File: src/rtl/osc_count_sequencer.sv
// Reference-clock sequencer for the oscillator frequency counter: gate/settle/evaluate loop that trims the current-source code.
// Optional coarse binary search of the code is enabled by defining OSC_SEQ_COARSE_SEARCH_EN.
module osc_count_sequencer #(
    parameter int CNT_W         = 8,
    parameter int CODE_W        = 6,
    parameter int WINDOW_CYCLES = 64,
    parameter int SETTLE_CYCLES = 4,
    parameter int LOCK_HITS     = 4,
    parameter int CODE_INIT     = 32
) (
    input  logic              clk,
    input  logic              internal_rst_n,
    input  logic              enable,
    input  logic [CNT_W-1:0]  target,
    input  logic [3:0]        tolerance,
    input  logic [CNT_W-1:0]  counter_in,
    output logic              count_done,
    output logic [CODE_W-1:0] code,
    output logic [CNT_W-1:0]  last_count,
    output logic              meas_valid,
    output logic              locked,
    output logic              sat
);

    localparam int TMR_W = $clog2(WINDOW_CYCLES + SETTLE_CYCLES + 8);
    localparam int HIT_W = $clog2(LOCK_HITS + 1);
    localparam logic [TMR_W-1:0]  CLEAR_LAST  = TMR_W'(1);
    localparam logic [TMR_W-1:0]  WIN_LAST    = TMR_W'(WINDOW_CYCLES - 1);
    localparam logic [TMR_W-1:0]  SETTLE_LAST = TMR_W'(SETTLE_CYCLES - 1);
    localparam logic [1:0]        MAX_RETRY   = 2'd3;
    localparam logic [CODE_W-1:0] CODE_MAX    = {CODE_W{1'b1}};
    localparam logic [CODE_W-1:0] CODE_RST    = CODE_W'(CODE_INIT);
    localparam logic [HIT_W-1:0]  HITS_FULL   = HIT_W'(LOCK_HITS);

    typedef enum logic [2:0] {
        S_IDLE   = 3'd0,
        S_CLEAR  = 3'd1,
        S_GATE   = 3'd2,
        S_SETTLE = 3'd3,
        S_EVAL   = 3'd4
    } state_t;

    state_t            r_state;
    state_t            w_next_state;
    logic [TMR_W-1:0]  r_tmr;
    logic [TMR_W-1:0]  w_next_tmr;
    logic [1:0]        r_retry;
    logic [1:0]        w_next_retry;
    logic              w_take_sample;
    logic [CNT_W-1:0]  r_sample;
    logic              r_count_done;
    logic              r_meas_valid;
    logic [CNT_W-1:0]  r_last_count;
    logic [CODE_W-1:0] r_code;
    logic [CODE_W-1:0] w_next_code;
    logic [HIT_W-1:0]  r_hits;
    logic [HIT_W-1:0]  w_next_hits;
    logic              r_locked;
    logic              w_next_locked;
    logic              r_sat;
    logic              w_next_sat;

    logic [CNT_W:0]    w_diff;
    logic [CNT_W:0]    w_abs;
    logic              w_in_tol;
    logic [CODE_W-1:0] w_trk_code;
    logic [HIT_W-1:0]  w_trk_hits;
    logic              w_trk_locked;
    logic              w_trk_sat;

    assign count_done = r_count_done;
    assign code       = r_code;
    assign last_count = r_last_count;
    assign meas_valid = r_meas_valid;
    assign locked     = r_locked;
    assign sat        = r_sat;

    // Sequencer next-state, phase timer and settle retry control.
    always_comb begin
        w_next_state  = r_state;
        w_next_tmr    = r_tmr + TMR_W'(1);
        w_next_retry  = r_retry;
        w_take_sample = 1'b0;
        if (!enable) begin
            w_next_state = S_IDLE;
            w_next_tmr   = '0;
            w_next_retry = 2'd0;
        end else begin
            case (r_state)
                S_IDLE: begin
                    w_next_state = S_CLEAR;
                    w_next_tmr   = '0;
                end
                S_CLEAR: begin
                    if (r_tmr == CLEAR_LAST) begin
                        w_next_state = S_GATE;
                        w_next_tmr   = '0;
                    end else begin
                        w_next_state = S_CLEAR;
                    end
                end
                S_GATE: begin
                    if (r_tmr == WIN_LAST) begin
                        w_next_state = S_SETTLE;
                        w_next_tmr   = '0;
                        w_next_retry = 2'd0;
                    end else begin
                        w_next_state = S_GATE;
                    end
                end
                S_SETTLE: begin
                    // Two consecutive samples must agree; a bounded number of retries guards against a moving count.
                    if (r_tmr >= SETTLE_LAST) begin
                        if ((counter_in != r_sample) && (r_retry < MAX_RETRY)) begin
                            w_next_retry = r_retry + 2'd1;
                        end else begin
                            w_take_sample = 1'b1;
                            w_next_state  = S_EVAL;
                            w_next_tmr    = '0;
                        end
                    end else begin
                        w_next_state = S_SETTLE;
                    end
                end
                S_EVAL: begin
                    w_next_state = S_CLEAR;
                    w_next_tmr   = '0;
                end
                default: begin
                    w_next_state = S_IDLE;
                    w_next_tmr   = '0;
                end
            endcase
        end
    end

    // Sequencer state, timer, sample and strobe registers.
    always_ff @(posedge clk or negedge internal_rst_n) begin
        if (!internal_rst_n) begin
            r_state      <= S_IDLE;
            r_tmr        <= '0;
            r_retry      <= 2'd0;
            r_sample     <= '0;
            r_count_done <= 1'b1;
            r_meas_valid <= 1'b0;
            r_last_count <= '0;
        end else begin
            r_state      <= w_next_state;
            r_tmr        <= w_next_tmr;
            r_retry      <= w_next_retry;
            r_sample     <= counter_in;
            r_count_done <= (w_next_state != S_GATE);
            r_meas_valid <= (w_next_state == S_EVAL);
            r_last_count <= w_take_sample ? counter_in : r_last_count;
        end
    end

    assign w_diff   = {1'b0, r_last_count} - {1'b0, target};
    assign w_abs    = w_diff[CNT_W] ? (~w_diff + {{CNT_W{1'b0}}, 1'b1}) : w_diff;
    assign w_in_tol = (w_abs <= {{(CNT_W-3){1'b0}}, tolerance});

    // Normal +/-1 tracking decision with saturation at both code limits.
    always_comb begin
        w_trk_code   = r_code;
        w_trk_hits   = r_hits;
        w_trk_locked = r_locked;
        w_trk_sat    = r_sat;
        if (w_in_tol) begin
            w_trk_hits   = (r_hits < HITS_FULL) ? (r_hits + HIT_W'(1)) : r_hits;
            w_trk_locked = (w_trk_hits == HITS_FULL);
            w_trk_sat    = 1'b0;
        end else begin
            w_trk_hits   = '0;
            w_trk_locked = 1'b0;
            if (w_diff[CNT_W]) begin
                if (r_code == CODE_MAX) begin
                    w_trk_sat = 1'b1;
                end else begin
                    w_trk_code = r_code + CODE_W'(1);
                    w_trk_sat  = 1'b0;
                end
            end else begin
                if (r_code == '0) begin
                    w_trk_sat = 1'b1;
                end else begin
                    w_trk_code = r_code - CODE_W'(1);
                    w_trk_sat  = 1'b0;
                end
            end
        end
    end

`ifdef OSC_SEQ_COARSE_SEARCH_EN
    localparam int SB_W = (CODE_W > 1) ? $clog2(CODE_W) : 1;
    localparam logic [CODE_W-1:0] CODE_MID = CODE_W'(1) << (CODE_W - 1);
    localparam logic [SB_W-1:0]   BIT_TOP  = SB_W'(CODE_W - 1);

    logic              r_search_active;
    logic [SB_W-1:0]   r_search_bit;
    logic [CODE_W-1:0] w_srch_code;

    // One binary-search decision: drop the trial bit when the oscillator is fast, then trial the next bit.
    always_comb begin
        w_srch_code = r_code;
        if (r_last_count < target) begin
            w_srch_code = r_code;
        end else begin
            w_srch_code[r_search_bit] = 1'b0;
        end
        if (r_search_bit != '0) begin
            w_srch_code[r_search_bit - SB_W'(1)] = 1'b1;
        end else begin
            w_srch_code = w_srch_code;
        end
    end

    // Search progress: restarted whenever the loop leaves IDLE.
    always_ff @(posedge clk or negedge internal_rst_n) begin
        if (!internal_rst_n) begin
            r_search_active <= 1'b1;
            r_search_bit    <= BIT_TOP;
        end else if (enable && (r_state == S_IDLE)) begin
            r_search_active <= 1'b1;
            r_search_bit    <= BIT_TOP;
        end else if (enable && (r_state == S_EVAL) && r_search_active) begin
            r_search_active <= (r_search_bit != '0);
            r_search_bit    <= (r_search_bit != '0) ? (r_search_bit - SB_W'(1)) : r_search_bit;
        end else begin
            r_search_active <= r_search_active;
            r_search_bit    <= r_search_bit;
        end
    end
`endif

    // Select the loop update applied at the end of this cycle.
    always_comb begin
        w_next_code   = r_code;
        w_next_hits   = r_hits;
        w_next_locked = r_locked;
        w_next_sat    = r_sat;
        if (!enable) begin
            w_next_hits   = '0;
            w_next_locked = 1'b0;
        end else if (r_state == S_EVAL) begin
`ifdef OSC_SEQ_COARSE_SEARCH_EN
            if (r_search_active) begin
                w_next_code   = w_srch_code;
                w_next_hits   = '0;
                w_next_locked = 1'b0;
            end else begin
                w_next_code   = w_trk_code;
                w_next_hits   = w_trk_hits;
                w_next_locked = w_trk_locked;
                w_next_sat    = w_trk_sat;
            end
`else
            w_next_code   = w_trk_code;
            w_next_hits   = w_trk_hits;
            w_next_locked = w_trk_locked;
            w_next_sat    = w_trk_sat;
`endif
        end else if (r_state == S_IDLE) begin
`ifdef OSC_SEQ_COARSE_SEARCH_EN
            w_next_code = CODE_MID;
            w_next_hits = '0;
`else
            w_next_code = r_code;
`endif
        end else begin
            w_next_code = r_code;
        end
    end

    // Loop result registers: code, lock tracking and saturation flag.
    always_ff @(posedge clk or negedge internal_rst_n) begin
        if (!internal_rst_n) begin
            r_code   <= CODE_RST;
            r_hits   <= '0;
            r_locked <= 1'b0;
            r_sat    <= 1'b0;
        end else begin
            r_code   <= w_next_code;
            r_hits   <= w_next_hits;
            r_locked <= w_next_locked;
            r_sat    <= w_next_sat;
        end
    end

endmodule
File: config.mk
export PLATFORM = sky130hd
export DESIGN_NAME = osc_count_sequencer
export DESIGN_NICKNAME = d
export VERILOG_FILES = /design/src/rtl/osc_count_sequencer.sv
export SDC_FILE = /design/constraint.sdc
export NUM_CORES = 1
export LEC_CHECK = 0
export ABC_AREA = 1
export BUFFER_PORTS_ARGS = -buffer_cell sky130_fd_sc_hd__buf_2
export CAP_MARGIN = 10
export CORE_UTILIZATION = 38
export CTS_CLUSTER_SIZE = 12
export DETAILED_ROUTE_END_ITERATION = 16
export PLACE_DENSITY_LB_ADDON = 0.25
export SYNTH_ARGS = -nofsm -noshare
export SYNTH_HDL_FRONTEND = slang
export SYNTH_SLANG_ARGS = --single-unit
File: constraint.sdc
create_clock -name clk -period 3.31 [get_ports clk]
set_input_delay 0.4965 -clock clk [delete_from_list [all_inputs] [get_ports clk]]
set_output_delay 0.4965 -clock clk [all_outputs]
set_load 0.03 [all_outputs]
==> flow_metrics.py, run 1 <==
metrics = {
    "critical_path": {
        "r2r-start": "last_count[0]$_DFFE_PN0P_",
        "timing.rr.end": "code[1]$_DFFE_PN0P_",
        "cpLargestDelayFamily": "adder cells",
        "r2r_cells": 15,
        "worstPathArrival_ns": 3.17,
        "critical_path.cell_chain": "inv_1 -> ha_1 -> fa_1 -> xnor2_1 -> nor2_1 -> nor2_1 -> xor2_1 -> ha_1 -> a21oi_1 -> o21ai_0 -> o21ai_0 -> nand3_4 -> nand2_4 -> nand2_1 -> nand2_1",
        "crit_buf_inv": 1,
        "crit_cells": 15,
        "endpoint": "code[1]$_DFFE_PN0P_",
        "cp-end-kind": "register",
        "critical_path_class": "register to register",
        "startpoint_type": "register",
        "crit_start": "last_count[0]$_DFFE_PN0P_",
        "crit_path_max_incr_delay_ns": 0.40,
        "r2r_slack_ns": 0.37,
        "slowest_stage": "fa_1",
        "cp.required_ns": 3.54,
        "crit_fanout": 10,
    },
    "floorplanning": {
        "core_sq_mm": 0.00725,
        "initial_core_util_pct": 39.3,
        "ios": 41,
        "die_x_um": 88.6,
        "die-area_sq_mm": 0.00785,
        "die_h_um": 88.6,
        "rows": 31,
    },
    "timing": {
        "fin_crit_ns": 2.94,
        "setup_viol": 0,
        "min_period_over_period_pct": 88.9,
        "slew_violations": 0,
        "finalClockSkew_ns": 0.00835,
        "hold_viol_final": 0,
        "finalSetupTns_ns": 0,
        "holdWs_ns": 0.325,
        "tightestPinTransition_ns": 0.907,
        "fmax_mhz": 340,
        "slew-limit-headroom_pct": 39.5,
        "rsz0062_at_grt": "false",
    },
    "worst_hold_path": {
        "hold_path_class": "primary input to register",
    },
    "logic_synthesis": {
        "ys_seq_elements": 41,
        "synth_top_family_by_area": "simple AND/OR/NAND/NOR gates",
        "avgSynthCellArea_sq_um": 7.31,
        "synth_compound_area_share_pct": 7.42,
        "synth_area_sq_mm": 0.00285,
        "synthSimpleGateAreaFrac_pct": 33.2,
        "yosys.area.top_type": "dfrtp_1",
        "yosys-top-cells-area": "dfrtp_1, nand2_1, inv_1, ha_1, nand3_1",
        "yosysSeqAreaShare_pct": 36.1,
        "yosys_warnings": 0,
        "yosysUniqueCellTypes": 37,
        "synth_fa_ha_area_share_pct": 9.04,
        "synth_xor_area_share_pct": 3.99,
        "synth_mux_area_share_pct": 0,
        "yosysTopAreaCellShare_pct": 34.2,
        "synthesis.nets": 433,
        "synth_cells": 390,
    },
    "finish": {
        "register_area_sq_mm": 0.00103,
        "area_growth_pct": 13.9,
        "layout-drive-gt1-share_pct": 17.6,
        "fillers": 753,
        "num_antenna_cells": 0,
        "multi_input_comb_area_sq_mm": 0.00153,
        "utilization_pct": 44.8,
        "fin_nets": 479,
        "final_area_sq_mm": 0.00325,
    },
    "cts": {
        "ctsResizeCount": 0,
        "post_cts_buffers": 0,
        "cts_max_level": 2,
        "numCtsBuffers": 5,
        "cts_tree": "yes",
        "postCtsHoldBufs": 0,
        "insertion_delay_ns": 0.29,
        "cts_root_buffer": "clkbuf_8",
        "numClockSinks": 41,
        "cts.clk_slew.worst_paths_ns": 0.08,
        "cts_buffer_depth": 2,
    },
    "grt": {
        "grt_antenna_before_repair": 0,
        "grt_pass1_wl_mm": 9.84,
        "grt.total_usage_pct": 16.2,
        "grt_pass1_vias": 2236,
        "grt-ovfl-total": 0,
        "grt_max_degree": 42,
    },
    "outcome": {
        "status": "complete, no violations",
    },
    "place": {
        "numPortBuffers": 40,
        "hpwl_mm": 4.62,
        "gp_congestion": 0.794,
        "place_area_sq_mm": 0.00317,
    },
    "detailed_routing": {
        "drt_iter0_markers": 94,
        "dr.pass1.iters": 4,
        "wirelength_mm": 5.81,
        "routed_via_density": 4.65,
        "drc": 0,
        "wl_per_cell_um": 10.8,
        "vias": 2492,
        "ant_nets": 0,
    },
    "power": {
        "p_leak_nw": 1.85,
        "powerDensity_mw_per_mm2": 300,
        "vdd_drop_max_uv": 225,
    },
    "job": {
        "maxCapViolCount": 0,
    },
}
worst min-delay path by stage:
stage	from	endpoint	slack, ns	cells past startpoint
finish	counter_in[1]	r_sample[1]$_DFF_PN0_	0.32	1
global route	counter_in[1]	r_sample[1]$_DFF_PN0_	0.31	1
CTS	counter_in[1]	r_sample[1]$_DFF_PN0_	0.32	1
detailed placement	code[5]$_DFFE_PN1P_	code[5]$_DFFE_PN1P_	0.48	2
global placement	sat$_DFFE_PN0P_	sat$_DFFE_PN0P_	0.48	2
floorplan	internal_rst_n	code[0]$_DFFE_PN0P_	0.20	0
metal layers:
metal	up-vias	GRT usage, %	part of all wire, %
met5	-	0	0
met2	33	28.0	47
met3	5	2.80	2.7
met4	0	4.84	1.2
met1	1142	20.6	49
li1	1312	-	-
power breakdown:
| group | leakage [nW] | switching [W] | total [W] | internal [W] |
|---|---|---|---|---|
| clock network | 0.0422 | 0.000164 | 0.000312 | 0.000148 |
| logic | 1.27 | 0.0000910 | 0.000145 | 0.0000540 |
| registers | 0.538 | 0.00000613 | 0.000517 | 0.000511 |
cells by family after synthesis:
family | after synthesis
AND/OR/NAND/NOR | 207
flip-flops | 41
XOR/XNOR | 13
AO/OA/AOI/OAI | 33
adder cells (fa/ha/maj) | 20
buffers and inverters | 76
cells in the mapped netlist:
library cell / number
or2_2: 2
a211oi_1: 1
nor4_1: 1
or2_1: 1
nand3b_1: 4
xnor2_1: 7
nand2_1: 112
buf_2: 1
nand2_4: 2
o21ai_1: 2
nand3_1: 33
nand3_2: 2
nand4_2: 1
xor2_1: 6
nor3_1: 4
inv_1: 69
o2111ai_1: 1
nor2_2: 3
nand4_1: 5
a22oi_1: 1
o31ai_1: 1
ha_1: 19
nand3_4: 1
nand2_2: 10
dfrtp_1: 39
o211ai_1: 3
o21ai_0: 13
buf_6: 1
and3_1: 1
o21bai_1: 1
nor2_1: 25
inv_2: 5
fa_1: 1
o21bai_4: 1
dfstp_2: 2
a21oi_4: 1
a21oi_1: 8
stage by stage:
stage / instances / setup slack [ns] / power (W)
2_1_floorplan: 390 / 0.298 / 0.000625
3_3_place_gp: 528 / 0.241 / 0.000671
3_5_place_dp: 528 / 0.177 / 0.000673
4_1_cts: 536 / 0.355 / 0.000984
5_1_grt: 536 / 0.0749 / 0.00102
6_report: 536 / 0.368 / 0.000974
flip-flops by register name, indices dropped and copies added, names as in the netlist, 2 cells and up:
signal      flops
code            6
last_count      8
r_hits          3
r_retry         2
r_sample        8
r_state         3
r_tmr           7
worst register-to-register path: stages (launching register included):
cell and delay (ns):
dfrtp_1 0.35, inv_1 0.08, ha_1 0.21, fa_1 0.40
xnor2_1 0.31, nor2_1 0.10, nor2_1 0.14, xor2_1 0.17
ha_1 0.26, a21oi_1 0.13, o21ai_0 0.08, o21ai_0 0.18
nand3_4 0.21, nand2_4 0.14, nand2_1 0.06, nand2_1 0.06
area by class of cell:
cell class	instances	area share (%)
Clock buffer	7	2.35
Clock inverter	1	0.154
Inverter	74	8.55
Multi-Input combinational cell	273	47.1
Sequential cell	41	31.7
Tap cell	99	3.81
Timing Repair Buffer	41	6.39
cell usage in the layout (no fill, tap or decap), types with 2 or more instances in the layout:
cell type and count:
nand3_2 2, xor2_1 6, clkbuf_1 2, o211ai_1 3, nand3_1 33, dfstp_2 2, o21ai_0 13, nor3_1 4
clkbuf_8 5, nand2_1 112, ha_1 19, inv_1 69, nand4_1 5, buf_2 40, nor2_1 25, nor2_2 3
inv_2 5, nand3b_1 4, or2_2 2, o21ai_1 2, nand2_2 10, dfrtp_1 39, xnor2_1 7, a21oi_1 8
nand2_4 2
Power figures use the tool's default switching activity.
==> inputs of run 2 (changes only) <==
--- a/config.mk
+++ b/config.mk
@@ -5,7 +5,6 @@
 export SDC_FILE = /design/constraint.sdc
 export NUM_CORES = 1
 export LEC_CHECK = 0
-export ABC_AREA = 1
 export BUFFER_PORTS_ARGS = -buffer_cell sky130_fd_sc_hd__buf_2
 export CAP_MARGIN = 10
 export CORE_UTILIZATION = 38
==> run 2 against run 1 <==
Net effect:
- maximum frequency fell by 10%
- global-route usage fell by 0.20 points
- sequential cell count did not move
- register-to-register slack got worse by 0.34 ns
- clock-buffer cell count fell by 1
==> flow_metrics.py, run 2 <==
metrics = {
    "finish": {
        "utilization_pct": 47.8,
        "layout-drive-gt1-share_pct": 31.4,
        "area_growth_pct": 22.2,
        "fin_nets": 367,
        "most-common-layout-cells": "buf_2, dfrtp_1, nor2_1",
        "num_antenna_cells": 0,
        "fin_cells": 421,
        "final_area_sq_mm": 0.00325,
        "final_common_cell": "buf_2",
    },
    "power": {
        "totalPowerFinal_w": 0.00105,
        "p_leak_nw": 1.58,
        "powerDensity_mw_per_mm2": 323,
        "vdd_drop_max_uv": 273,
    },
    "critical_path": {
        "r2r_slack_ns": 0.03,
        "cp-end-kind": "register",
        "cp.required_ns": 3.49,
        "crit_fanout": 5,
        "critical_path.cell_chain": "inv_2 -> ha_4 -> fa_2 -> nor2b_4 -> o2111ai_4 -> a21oi_2 -> a211oi_4 -> nand2_1 -> o21ai_1 -> ha_1 -> nor2b_1 -> o21ai_1 -> nand2b_1 -> a21oi_2 -> a41o_2 -> o221ai_4 -> or3b_1 -> xnor2_1",
        "crit_path_max_incr_delay_ns": 0.39,
        "critical_path_class": "register to register",
        "slowest_stage": "or3b_1",
        "worstPathArrival_ns": 3.46,
        "r2r_cells": 18,
        "startpoint_type": "register",
    },
    "logic_synthesis": {
        "ys_seq_elements": 41,
        "yosys.area.top_type": "dfrtp_1",
        "yosysUniqueCellTypes": 62,
        "synth_area_sq_mm": 0.00266,
        "ys.flop_type": "dfrtp_1",
        "avgSynthCellArea_sq_um": 10.0,
        "synth.most_common_cell": "dfrtp_1",
        "synthesis.nets": 308,
        "yosys-top-cells-area": "dfrtp_1, ha_1, xor2_1, xnor2_1, nor2_1",
        "yosys_warnings": 0,
        "synth_cells": 265,
        "synth_common_cells": "dfrtp_1, nor2_1, ha_1, nand2_1, inv_1",
        "yosysTopAreaCellShare_pct": 36.7,
        "ys_async_sr_fraction_pct": 100,
        "yosysSeqAreaShare_pct": 38.7,
        "synth_edf_count": 0,
    },
    "cts": {
        "cts_root_buffer": "clkbuf_8",
        "numClockSinks": 41,
        "cts_max_level": 2,
        "cts_tree": "yes",
        "postCtsHoldBufs": 0,
        "cts_buffer_depth": 2,
        "cts.clk_slew.worst_paths_ns": 0.08,
        "numCtsBuffers": 5,
        "insertion_delay_ns": 0.29,
    },
    "place": {
        "hpwl_mm": 4.25,
        "dp.cells": 410,
        "numPortBuffers": 40,
        "gp_congestion": 0.813,
        "place_area_sq_mm": 0.00309,
    },
    "worst_hold_path": {
        "hold_path_class": "primary input to async pin",
    },
    "timing": {
        "min_period_over_period_pct": 99.1,
        "slew_violations": 0,
        "fmax_mhz": 305,
        "finalClockSkew_ns": 0.0103,
        "holdWs_ns": 0.325,
        "slew-limit-headroom_pct": 40.6,
        "rsz0062_at_grt": "true",
        "tightestPinTransition_ns": 0.891,
        "fin_crit_ns": 3.28,
        "setup_viol": 0,
        "hold_viol_final": 0,
    },
    "grt": {
        "grt_pass1_wl_mm": 9.22,
        "grt_antenna_before_repair": 0,
        "grt.total_usage_pct": 16.0,
        "grt_pass1_vias": 1925,
        "grt_max_degree": 42,
        "grt-ovfl-total": 0,
    },
    "floorplanning": {
        "core_sq_mm": 0.00679,
        "die-area_sq_mm": 0.00734,
        "rows": 30,
        "initial_core_util_pct": 39.1,
        "die_h_um": 85.6,
        "ios": 41,
        "die_x_um": 85.6,
    },
    "detailed_routing": {
        "ant_nets": 0,
        "routed_via_density": 4.95,
        "wl_per_cell_um": 12.9,
        "drt_iter0_markers": 80,
        "dr.pass1.iters": 4,
        "drc": 0,
        "vias": 2084,
        "wirelength_mm": 5.44,
    },
    "outcome": {
        "status": "complete, no violations",
    },
    "job": {
        "maxCapViolCount": 0,
    },
}
-- run 2: changes by cell type in the layout (fill, tap and decap cells not counted), moves of 8 or more --
cell     previous run  this run
buf_4               1        14
inv_1              69        15
nand2_1           112        19
nand2_2            10         0
nand3_1            33         7
o21ai_0            13         4
xor2_1              6        14
-- run 2: per-layer routing --
| layer | track usage, % | vias up | routed length [um] |
|---|---|---|---|
| met2 | 24.7 | 25 | 2550 |
| li1 | - | 1054 | - |
| met1 | 22.8 | 999 | 2650 |
| met3 | 2.31 | 6 | 158 |
| met4 | 5.91 | 0 | 78 |
| met5 | 0 | - | 0 |
-- run 2: critical path: cells and delay by family, from the launching register on --
| kind | cells | cell delay, ns |
|---|---|---|
| flops | 1 | 0.37 |
| buf+inv | 1 | 0.06 |
| xor+xnor | 1 | 0.13 |
| fa+ha+maj | 3 | 0.82 |
| compound gates | 8 | 0.94 |
| simple gates | 5 | 0.84 |
-- run 2: through the flow --
| stage | setup TNS, ns | setup slack (ns) |
|---|---|---|
| floorplan | -0.0609 | -0.0548 |
| global placement | -0.744 | -0.143 |
| detailed placement | -1.75 | -0.231 |
| CTS | 0 | 0.00122 |
| global route | -0.283 | -0.100 |
| finish | 0 | 0.0297 |
-- run 2: worst paths after layout --
kind,endpoint,start
worst max-delay path,code[2]$_DFFE_PN0P_,last_count[0]$_DFFE_PN0P_
max in group asynchronous,last_count[4]$_DFFE_PN0P_,internal_rst_n
worst min register to register,code[3]$_DFFE_PN0P_,code[3]$_DFFE_PN0P_
worst max register to register,code[2]$_DFFE_PN0P_,last_count[0]$_DFFE_PN0P_
worst min-delay path,code[0]$_DFFE_PN0P_,internal_rst_n
min in group clk,r_sample[5]$_DFF_PN0_,counter_in[5]
-- run 2: cell families (layout without fill, tap and decap cells) --
family                   Yosys count  in the layout  share of synthesized area (%)
adder cells (fa/ha/maj)           20             20                           9.69
multiplexers                      12             12                           5.41
buffers and inverters             22             82                           3.76
AND/OR/NAND/NOR                   91             91                           18.3
flip-flops                        41             41                           38.7
AO/OA/AOI/OAI                     52             52                           15.0
XOR/XNOR                          27             27                           9.18
-- run 2: repair_timing --
item | 4_1_cts | 5_1_grt
pin swaps | 3 | 5
hold endpoints to repair | 0 | 0
gates resized for setup | 0 | 7
buffers inserted | 0 | 3
endpoints found under the setup margin | 3 | 10
-- run 2: where the power goes --
group	leakage, nW	switching, W	internal, W
registers	0.532	0.00000717	0.000509
logic	0.992	0.0000803	0.0000645
clock network	0.0552	0.000166	0.000224
-- run 2: layout make-up --
| type | instances | area (sq um) |
|---|---|---|
| clock inverter | 2 | 35.0 |
| fill | 647 | 3550 |
| inverter | 19 | 73.8 |
| timing repair buffer | 55 | 317 |
| sequential | 41 | 1030 |
| tap | 96 | 120 |
| clock buffer | 6 | 72.6 |
| multi-input combinational | 202 | 1600 |
==> inputs of run 3 (changes only) <==
--- a/config.mk
+++ b/config.mk
@@ -5,11 +5,11 @@
 export SDC_FILE = /design/constraint.sdc
 export NUM_CORES = 1
 export LEC_CHECK = 0
-export BUFFER_PORTS_ARGS = -buffer_cell sky130_fd_sc_hd__buf_2
 export CAP_MARGIN = 10
 export CORE_UTILIZATION = 38
 export CTS_CLUSTER_SIZE = 12
 export DETAILED_ROUTE_END_ITERATION = 16
+export DONT_BUFFER_PORTS = 1
 export PLACE_DENSITY_LB_ADDON = 0.25
 export SYNTH_ARGS = -nofsm -noshare
 export SYNTH_HDL_FRONTEND = slang
==> constraint.sdc (replaced) <==
create_clock -name clk -period 3.8 [get_ports clk]
set_input_delay 0.57 -clock clk [delete_from_list [all_inputs] [get_ports clk]]
set_output_delay 0.57 -clock clk [all_outputs]
set_load 0.03 [all_outputs]
==> run 3 against run 2 <==
Net effect:
- clock skew about the same
- via count decreased by 7.5%
- combinational power shrank 28%
- total power decreased by 20%
- sequential cell count unchanged
- hold slack got worse by 0.22 ns
- sequential share of layout area rose by 3.8 points
- non-clock buffer count fell by 49
- final cell count fell by 12%
- clock-buffer cell count shrank 1
- critical path type unchanged
- largest cell class unchanged
- largest power group unchanged
==> flow_metrics.py, run 3 (same netlist as run 2, synthesis figures left out) <==
metrics = {
    "grt": {
        "grt_pass1_wl_mm": 9.25,
        "grt_max_degree": 40,
        "grt_antenna_before_repair": 0,
        "grt-ovfl-total": 0,
        "grt_pass1_vias": 1880,
        "grt.total_usage_pct": 15.9,
    },
    "power": {
        "vdd_drop_max_uv": 143,
        "powerDensity_mw_per_mm2": 289,
        "p_leak_nw": 1.35,
    },
    "detailed_routing": {
        "maxUsedRoutingLayer": "met4",
        "vias": 1927,
        "wirelength_mm": 5.51,
        "route.met3.wl_um": 342,
        "wl_met1_mm": 2.61,
        "ant_nets": 0,
        "dr.pass1.iters": 4,
        "drc": 0,
        "wl_per_cell_um": 14.8,
        "dr_wl_met2_mm": 2.50,
        "routed_via_density": 5.18,
        "drt_iter0_markers": 44,
    },
    "timing": {
        "fin_crit_ns": 3.54,
        "slew_violations": 0,
        "hold_viol_final": 0,
        "tightestPinTransition_ns": 0.474,
        "holdWs_ns": 0.106,
        "finalClockSkew_ns": 0.0105,
        "rsz0062_at_grt": "false",
        "fin_ws_ns": 0.258,
        "setup_viol": 0,
        "fmax_mhz": 282,
        "slew-limit-headroom_pct": 68.4,
        "finalSetupTns_ns": 0,
        "min_period_over_period_pct": 93.2,
    },
    "critical_path": {
        "startpoint_type": "register",
        "cp.required_ns": 4.01,
        "endpoint": "locked$_DFFE_PN0P_",
        "r2r-start": "last_count[0]$_DFFE_PN0P_",
        "r2r_cells": 18,
        "r2r_slack_ns": 0.26,
        "cp-end-kind": "register",
        "timing.rr.end": "locked$_DFFE_PN0P_",
        "critical_path_class": "register to register",
        "crit_fanout": 9,
        "worstPathArrival_ns": 3.75,
        "crit_start": "last_count[0]$_DFFE_PN0P_",
    },
    "place": {
        "place_area_sq_mm": 0.00279,
        "pre_cts_ws_ns": 0.0946,
        "numPortBuffers": 0,
        "gp_congestion": 0.857,
        "hpwl_mm": 4.09,
    },
    "job": {
        "maxCapViolCount": 0,
    },
    "finish": {
        "multi_input_comb_area_sq_mm": 0.00153,
        "area_growth_pct": 8.94,
        "fillers": 653,
        "register_area_sq_mm": 0.00103,
        "utilization_pct": 42.6,
        "num_antenna_cells": 0,
        "most-common-layout-cells": "dfrtp_1, nor2_1, nand2_1, ha_1, inv_1",
        "fin_nets": 318,
        "layout-drive-gt1-share_pct": 14.9,
        "final_common_cell": "dfrtp_1",
        "final_area_sq_mm": 0.00290,
    },
    "worst_hold_path": {
        "hold_path_class": "primary input to async pin",
    },
    "floorplanning": {
        "rows": 30,
        "die-area_sq_mm": 0.00734,
        "initial_core_util_pct": 39.1,
        "die_h_um": 85.6,
        "ios": 41,
        "die_x_um": 85.6,
        "core_sq_mm": 0.00679,
    },
    "cts": {
        "cts_max_level": 2,
        "numClockSinks": 41,
        "cts_tree": "yes",
        "cts_root_buffer": "clkbuf_8",
        "cts.clk_slew.worst_paths_ns": 0.08,
        "numCtsBuffers": 5,
        "ctsResizeCount": 0,
        "cts_buffer_depth": 2,
        "insertion_delay_ns": 0.29,
    },
    "outcome": {
        "status": "complete, no violations",
    },
}
run 3: cell types whose count changed in the layout (fill, tap and decap cells not counted), moves of 3 or more:
cell	change
buf_4	-9
ha_4	-3
buf_2	-40
ha_1	+3
run 3: worst min-delay path by stage:
stage,end,slack (ns),start,cells past startpoint
after floorplan,code[0]$_DFFE_PN0P_,0.27,internal_rst_n,0
after global placement,r_tmr[2]$_DFF_PN0_,0.28,internal_rst_n,0
after detailed placement,r_tmr[2]$_DFF_PN0_,0.28,internal_rst_n,0
after CTS,code[5]$_DFFE_PN1P_,0.10,internal_rst_n,0
after global routing,code[5]$_DFFE_PN1P_,0.09,internal_rst_n,0
final,r_tmr[5]$_DFF_PN0_,0.11,internal_rst_n,1
run 3: final cells by class:
cell class | count | area share (%)
clock buffer | 5 | 2.38
clock inverter | 3 | 0.605
inverter | 19 | 2.55
multi-input combinational | 202 | 52.8
sequential | 41 | 35.5
tap | 96 | 4.15
timing repair buffer | 6 | 1.99
run 3: layer usage:
metal  up-vias  track usage [%]
li1        954                -
met1       930             21.4
met2        37             24.9
met3         6             5.20
met4         0             4.09
met5         -                0
run 3: where the power goes:
part	switching, W	internal [W]
clock network	0.000156	0.000127
logic	0.0000598	0.0000451
registers	0.00000622	0.000443
run 3: worst max-delay path: stages (launching register included):
cell	delay (ns)
dfrtp_1	0.36
inv_1	0.07
ha_1	0.22
fa_1	0.47
nor2b_4	0.15
o2111ai_2	0.13
a21oi_2	0.20
a211oi_4	0.08
nand2_1	0.08
o21ai_0	0.08
ha_1	0.30
nor2b_1	0.13
o21ai_0	0.15
nand2b_1	0.07
a21oi_1	0.14
a41o_2	0.14
o221ai_4	0.16
or3_1	0.41
a21oi_1	0.12
run 3: stage by stage:
stage / std cells / total power (W)
floorplan: 265 / 0.000534
global placement: 363 / 0.000551
detailed placement: 363 / 0.000552
CTS: 372 / 0.000850
global route: 372 / 0.000884
finish: 372 / 0.000837
run 3: timing repair:
action	4_1_cts	5_1_grt
hold endpoints to repair	39	0
setup buffers	0	0
hold buffers	1	0
